### src/rtl/pipelined_barrel_shifter_pkg.sv
`default_nettype none
// ============================================================================
// Module  : barrel_pkg
// Brief   : Shift-mode type and mode encodings shared by the barrel shifter.
// Revision: 1.0 - initial release
// ============================================================================
package barrel_pkg;

    typedef logic [1:0] shift_mode_t;

    localparam shift_mode_t MODE_SLL = 2'b00;
    localparam shift_mode_t MODE_SRL = 2'b01;
    localparam shift_mode_t MODE_SRA = 2'b10;
    localparam shift_mode_t MODE_ROL = 2'b11;

endpackage
`default_nettype wire

### src/rtl/pipelined_barrel_shifter_if.sv
`default_nettype none
// ============================================================================
// Module  : pipelined_barrel_shifter_if
// Brief   : Operand/result valid-ready streams of the pipelined barrel shifter.
// Revision: 1.0 - initial release
// ============================================================================
interface pipelined_barrel_shifter_if
    import barrel_pkg::*;
#(
    parameter int WIDTH = 8
);
    localparam int SHW = $clog2(WIDTH);

    logic              in_valid;
    logic              in_ready;
    logic [WIDTH-1:0]  in_data;
    logic [SHW-1:0]    in_amt;
    shift_mode_t       in_mode;
    logic              out_valid;
    logic              out_ready;
    logic [WIDTH-1:0]  out_data;
    shift_mode_t       out_mode;

    modport master (
        output in_valid, in_data, in_amt, in_mode, out_ready,
        input  in_ready, out_valid, out_data, out_mode
    );

    modport slave (
        input  in_valid, in_data, in_amt, in_mode, out_ready,
        output in_ready, out_valid, out_data, out_mode
    );

endinterface
`default_nettype wire

### src/rtl/pipelined_barrel_shifter_shift_stage.sv
`default_nettype none
// ============================================================================
// Module  : shift_stage
// Brief   : One pipeline stage: conditional shift by DIST in the carried mode,
//           registered with hold while the pipeline is stalled.
// Revision: 1.0 - initial release
// ============================================================================
module shift_stage
    import barrel_pkg::*;
#(
    parameter int WIDTH = 8,
    parameter int DIST  = 1,
    parameter int AMT_W = $clog2(WIDTH)
) (
    input  wire               clk,
    input  wire               rst,
    input  wire               i_adv,
    input  wire               i_valid,
    input  wire [WIDTH-1:0]   i_data,
    input  wire [AMT_W-1:0]   i_amt,
    input  wire shift_mode_t  i_mode,
    output logic              o_valid,
    output logic [WIDTH-1:0]  o_data,
    output logic [AMT_W-1:0]  o_amt,
    output shift_mode_t       o_mode
);

    localparam int c_AMT_BIT = $clog2(DIST);

    logic [WIDTH-1:0] w_shifted;
    logic [WIDTH-1:0] w_next;
    logic             r_valid;
    logic [WIDTH-1:0] r_data;
    logic [AMT_W-1:0] r_amt;
    shift_mode_t      r_mode;

    // SRA sign comes from the current MSB, which every earlier SRA stage preserved
    always_comb begin
        w_shifted = i_data;
        case (i_mode)
            MODE_SLL: w_shifted = i_data << DIST;
            MODE_SRL: w_shifted = i_data >> DIST;
            MODE_SRA: w_shifted = $signed(i_data) >>> DIST;
            default:  w_shifted = (i_data << DIST) | (i_data >> (WIDTH - DIST));
        endcase
        w_next = i_amt[c_AMT_BIT] ? w_shifted : i_data;
    end

    always_ff @(posedge clk) begin
        if (rst) begin
            r_valid <= 1'b0;
            r_data  <= '0;
            r_amt   <= '0;
            r_mode  <= MODE_SLL;
        end else if (i_adv) begin
            r_valid <= i_valid;
            if (i_valid) begin
                r_data <= w_next;
                r_amt  <= i_amt;
                r_mode <= i_mode;
            end
        end
    end

    assign o_valid = r_valid;
    assign o_data  = r_data;
    assign o_amt   = r_amt;
    assign o_mode  = r_mode;

endmodule
`default_nettype wire

### src/rtl/pipelined_barrel_shifter.sv
`default_nettype none
// ============================================================================
// Module  : pipelined_barrel_shifter
// Brief   : WIDTH-bit SLL/SRL/SRA/ROL barrel shifter, one stage per amount bit,
//           valid/ready streaming at one result per cycle.
// Revision: 1.0 - initial release
// ============================================================================
module pipelined_barrel_shifter
    import barrel_pkg::*;
#(
    parameter int WIDTH = 8
) (
    input wire                         clk,
    input wire                         rst,
    pipelined_barrel_shifter_if.slave  bus
);

    localparam int SHW = $clog2(WIDTH);

    logic             w_adv;
    logic             w_valid [0:SHW];
    logic [WIDTH-1:0] w_data  [0:SHW];
    logic [SHW-1:0]   w_amt   [0:SHW];
    shift_mode_t      w_mode  [0:SHW];
    logic             w_unused_amt;

    // Whole pipeline moves in lockstep; bubbles travel as valid=0
    assign w_adv        = !bus.out_valid || bus.out_ready;
    assign bus.in_ready = w_adv;

    assign w_valid[0] = bus.in_valid && w_adv;
    assign w_data[0]  = bus.in_data;
    assign w_amt[0]   = bus.in_amt;
    assign w_mode[0]  = bus.in_mode;

    generate
        for (genvar k = 0; k < SHW; k++) begin : g_stage
            shift_stage #(
                .WIDTH (WIDTH),
                .DIST  (1 << k),
                .AMT_W (SHW)
            ) u_stage (
                .clk     (clk),
                .rst     (rst),
                .i_adv   (w_adv),
                .i_valid (w_valid[k]),
                .i_data  (w_data[k]),
                .i_amt   (w_amt[k]),
                .i_mode  (w_mode[k]),
                .o_valid (w_valid[k+1]),
                .o_data  (w_data[k+1]),
                .o_amt   (w_amt[k+1]),
                .o_mode  (w_mode[k+1])
            );
        end
    endgenerate

    assign bus.out_valid = w_valid[SHW];
    assign bus.out_data  = w_data[SHW];
    assign bus.out_mode  = w_mode[SHW];
    assign w_unused_amt  = ^w_amt[SHW];

endmodule
`default_nettype wire
### src/flat_wrapper.sv
// flat-port wrapper written by rule: the top's interface ports become plain ports
module pipelined_barrel_shifter_flat import barrel_pkg::*;
#(
    parameter int WIDTH = 8
)
  (clk, rst, bus_in_valid, bus_in_data, bus_in_amt, bus_in_mode, bus_out_ready, bus_in_ready, bus_out_valid, bus_out_data, bus_out_mode);
  pipelined_barrel_shifter_if #(.WIDTH(WIDTH)) bus_i ();
  input wire clk;
  input wire rst;
  input wire logic [$bits(bus_i.in_valid)-1:0] bus_in_valid;
  input wire logic [$bits(bus_i.in_data)-1:0] bus_in_data;
  input wire logic [$bits(bus_i.in_amt)-1:0] bus_in_amt;
  input wire logic [$bits(bus_i.in_mode)-1:0] bus_in_mode;
  input wire logic [$bits(bus_i.out_ready)-1:0] bus_out_ready;
  output wire logic [$bits(bus_i.in_ready)-1:0] bus_in_ready;
  output wire logic [$bits(bus_i.out_valid)-1:0] bus_out_valid;
  output wire logic [$bits(bus_i.out_data)-1:0] bus_out_data;
  output wire logic [$bits(bus_i.out_mode)-1:0] bus_out_mode;
  assign bus_i.in_valid = bus_in_valid;
  assign bus_i.in_data = bus_in_data;
  assign bus_i.in_amt = bus_in_amt;
  assign bus_i.in_mode = bus_in_mode;
  assign bus_i.out_ready = bus_out_ready;
  assign bus_in_ready = bus_i.in_ready;
  assign bus_out_valid = bus_i.out_valid;
  assign bus_out_data = bus_i.out_data;
  assign bus_out_mode = bus_i.out_mode;
  pipelined_barrel_shifter #(.WIDTH(WIDTH)) u_core (.clk(clk), .rst(rst), .bus(bus_i));
endmodule
### config.mk
export PLATFORM = sky130hd
export DESIGN_NAME = pipelined_barrel_shifter_flat
export DESIGN_NICKNAME = d
export VERILOG_FILES = /design/src/rtl/pipelined_barrel_shifter_pkg.sv /design/src/rtl/pipelined_barrel_shifter_if.sv /design/src/rtl/pipelined_barrel_shifter_shift_stage.sv /design/src/rtl/pipelined_barrel_shifter.sv /design/src/flat_wrapper.sv
export SDC_FILE = /design/constraint.sdc
export NUM_CORES = 1
export LEC_CHECK = 0
export CORE_MARGIN = 3
export CORE_UTILIZATION = 30
export CTS_BUF_LIST = sky130_fd_sc_hd__clkbuf_8
export CTS_CLUSTER_DIAMETER = 120
export DETAILED_ROUTE_END_ITERATION = 16
export PLACE_DENSITY = 0.59
export SLEW_MARGIN = 20
export SYNTH_ARGS = -nofsm -noshare
export SYNTH_HDL_FRONTEND = slang
export SYNTH_SLANG_ARGS = --single-unit
### constraint.sdc
create_clock -name clk -period 2.08 [get_ports clk]
set_input_delay 0.416 -clock clk [delete_from_list [all_inputs] [get_ports clk]]
set_output_delay 0.416 -clock clk [all_outputs]
set_load 0.005 [all_outputs]
==> flow_summary.toml <==
[run_status]
status = "finished clean"

[routing]
first_pass_iters = 4
post_drt_wl_per_cell_um = 14.4
vias_per_cell = 5.67
vias = 1910
ant_nets = 0
drtIter0Drc = 114
wl_um = 4850
drc_errors = 0

[grt]
grt_max_degree = 34
antenna_found_initial = 0
first_global_vias = 1739
grt_overflow_total = 0
grt_pass1_wl_um = 8450
track_usage_pct = 13.6

[cells_and_area]
syn_to_final_growth_pct = 24.2
final_area_mm2 = 0.00249
drive_above_1_share_pct = 12.3
final_cells = 337
n_fill_cell = 651
final_nets = 276
antennaDiodeCount = 0

[setup_path]
critPathArrivalTime_ps = 1540
critPathCaptureType = "output pin"
cp_slowest_cell = "clkdlybuf4s50_1"
critPathBufInv = 3
crit_chain = "clkdlybuf4s50_1, nor2b_1, clkinv_2, clkdlybuf4s50_1"
r2r_end = "u_core.g_stage[1].u_stage.o_data[4]"
worstRegToRegCells = 3
cp_max_fo = 2
worstPathRequired_ps = 1660
critPathCapture = "bus_in_ready"
rr_startpoint = "u_core.g_stage[0].u_stage.o_mode[1]"
crit_cells = 4
startpoint_type = "primary input"
critPathKind = "in2out"
cpPeakStageDelay_ps = 450
crit_family = "buffers and inverters"
cpMostUsedCell = "clkdlybuf4s50_1"
crit_path_start = "bus_out_ready"
rrSetupSlack_ps = 470

[floorplanning]
core_mm2 = 0.00642
fp.dieW_um = 87.7
row_count = 29
pin_count = 29
die_area_mm2 = 0.00770
fp.dieH_um = 87.7
initial_core_util_pct = 31.2

[synth]
synth-async-reset-ratio_pct = 0
synth_edf_count = 0
synth_top_family_by_area = "compound AO/OA/AOI/OAI gates"
syn-num-nets = 251
yosys_warnings = 0
ys_seq_area_share_pct = 36.0
synth_mux_area_share_pct = 6.87
synthSimpleGateAreaFrac_pct = 17.1
synth_fa_ha_area_share_pct = 0
ys_seq_elements = 36
syn_area_mm2 = 0.00200
syn_inst = 234
ys.flop_type = "dfxtp_1"
synth_compound_area_share_pct = 29.3
synth_xor_area_share_pct = 1.81
ys_types = 37
synth_area_per_cell_um2 = 8.57

[placement]
placed_cell_area_mm2 = 0.00238
numPortBuffers = 28
pre_cts_ws_ps = 119
routabilityCongestion = 0.806
place_inst = 329
post-dp-hpwl_um = 3480

[power_and_ir_drop]
irDropWorstVdd_mv = 0.228
p_leak_uw = 0.000830
powerDensity_mw_per_mm2 = 656

[clock_network]
cts_tree = "built"
clk_pin_slew_worst_paths_ps = 80
ctsResizeCount = 0
post_cts.repair.setup_buffers = 0
clockBufferDepth = 2
clock_latency_ps = 290
cts_inserted_buffers = 5
clockRootBuffer = "clkbuf_8"
htreeDepth = 2
cts_num_sinks = 36
hold_buffers = 0

[timing]
min_period_ps = 1950
fin_ws_ps = 127
fin_crit_sh_pct = 93.9
final.setup.tns_ps = 0
rsz0062_at_grt = "false"
slew_headroom_pct = 63.0
timing.fmax_mhz = 512
tightest_slew_ps = 551
clock_skew_ps = 6.07
drv_slew = 0
hold_viol = 0
setup_viol = 0

[run]
maxCapViolCount = 0

[worst_hold_path]
hold_path.class = "reg2reg"
layout by cell type, fill, tap and decap left out, drive strengths merged:
master	Yosys	routed
a211oi	4	4
o2111ai	15	15
a32o	4	4
nor3	4	4
a31oi	4	4
a221oi	3	3
and3	4	4
nand4	2	2
nor4	3	3
or2	1	1
o32ai	13	13
a2111oi	1	1
clkinvlp	0	1
nor2	6	6
nand2	11	11
clkinv	1	2
o21ai	10	10
a21oi	19	19
mux2	3	3
nand3b	2	2
nand3	14	14
buf	14	11
clkdlybuf4s50	0	28
o221a	2	2
dfxtp	36	36
mux2i	10	10
o211ai	4	4
inv	17	17
nor2b	9	9
xnor2	2	2
nand2b	8	8
bufinv	0	1
clkbuf	7	5
a311oi	1	1
state kept, by name, indices dropped and copies added, names as in the netlist:
register	count
u_core.g_stage.u_stage.o_valid	3
u_core.g_stage.u_stage.o_data	24
u_core.g_stage.u_stage.o_mode	6
u_core.g_stage.u_stage.o_amt	3
synthesized netlist by cell type (all sizes together) (4+ instances only):
| cell | number | area, µm² |
|---|---|---|
| a211oi | 4 | 30.0 |
| o32ai | 13 | 114 |
| a31oi | 4 | 25.0 |
| buf | 14 | 83.8 |
| o211ai | 4 | 30.0 |
| nor2 | 6 | 22.5 |
| nand2b | 8 | 50.1 |
| mux2i | 10 | 100 |
| clkbuf | 7 | 26.3 |
| a32o | 4 | 40.0 |
| o2111ai | 15 | 131 |
| dfxtp | 36 | 721 |
| a21oi | 19 | 95.1 |
| nand2 | 11 | 41.3 |
| nand3 | 14 | 70.1 |
| o21ai | 10 | 50.1 |
| nor3 | 4 | 20.0 |
| nor2b | 9 | 56.3 |
| inv | 17 | 63.8 |
| and3 | 4 | 30.0 |
routing by layer:
| metal | wire length [µm] | part of all wire [%] | vias to the layer above | GRT usage, % |
|---|---|---|---|---|
| met4 | 83 | 1.7 | 0 | 4.60 |
| met3 | 249 | 5.1 | 12 | 3.10 |
| li1 | - | - | 941 | - |
| met1 | 2330 | 48 | 903 | 18.9 |
| met5 | 0 | 0 | - | 0 |
| met2 | 2180 | 45 | 54 | 20.7 |
worst min-delay path, cell delays in order (launching register included):
cell,delay [ps]
dfxtp_1,310
nand3_1,60
a21oi_1,50
worst min path at each step:
stage | start | to | depth (start not counted)
detailed placement | u_core.g_stage[0].u_stage.o_amt[2] | u_core.g_stage[1].u_stage.o_amt[2] | 2
finish | u_core.g_stage[0].u_stage.o_amt[2] | u_core.g_stage[1].u_stage.o_amt[2] | 2
CTS | u_core.g_stage[0].u_stage.o_amt[2] | u_core.g_stage[1].u_stage.o_amt[2] | 2
global route | u_core.g_stage[0].u_stage.o_amt[2] | u_core.g_stage[1].u_stage.o_amt[2] | 2
global placement | u_core.g_stage[0].u_stage.o_amt[2] | u_core.g_stage[1].u_stage.o_amt[2] | 2
floorplan | u_core.g_stage[0].u_stage.o_amt[2] | u_core.g_stage[1].u_stage.o_amt[2] | 2
where the power goes:
group | internal, µW | switching, µW | total, µW
clock network | 355 | 261 | 615
logic | 129 | 125 | 254
registers | 724 | 40.5 | 765
total | 1210 | 426 | 1630
cells by family (layout without fill, tap and decap cells):
group,count (synthesis),count (layout)
compound gates,80,80
xor+xnor,2,2
buf+inv,39,65
flops,36,36
mux,13,13
simple gates,64,64
per-stage QoR:
| step | total power, µW | utilization (%) | hold slack (ps) |
|---|---|---|---|
| 5_1_grt | 1710 | 38.8 | 502 |
| 3_3_place_gp | 1030 | 37.0 | 452 |
| 2_1_floorplan | 926 | - | 440 |
| 3_5_place_dp | 1030 | 37.0 | 457 |
| 6_report | 1630 | 38.8 | 466 |
| 4_1_cts | 1640 | 38.8 | 468 |
cell type report:
type	count	area, µm²	area share [%]
multi-input cells	159	1100	44.4
repair buffers	39	388	15.6
inverters	18	68.8	2.76
clock inverters	3	42.5	1.71
clock buffers	5	68.8	2.76
flip-flops and latches	36	721	28.9
well taps	77	96.3	3.87
No activity file was read; power rests on OpenSTA's default activity.
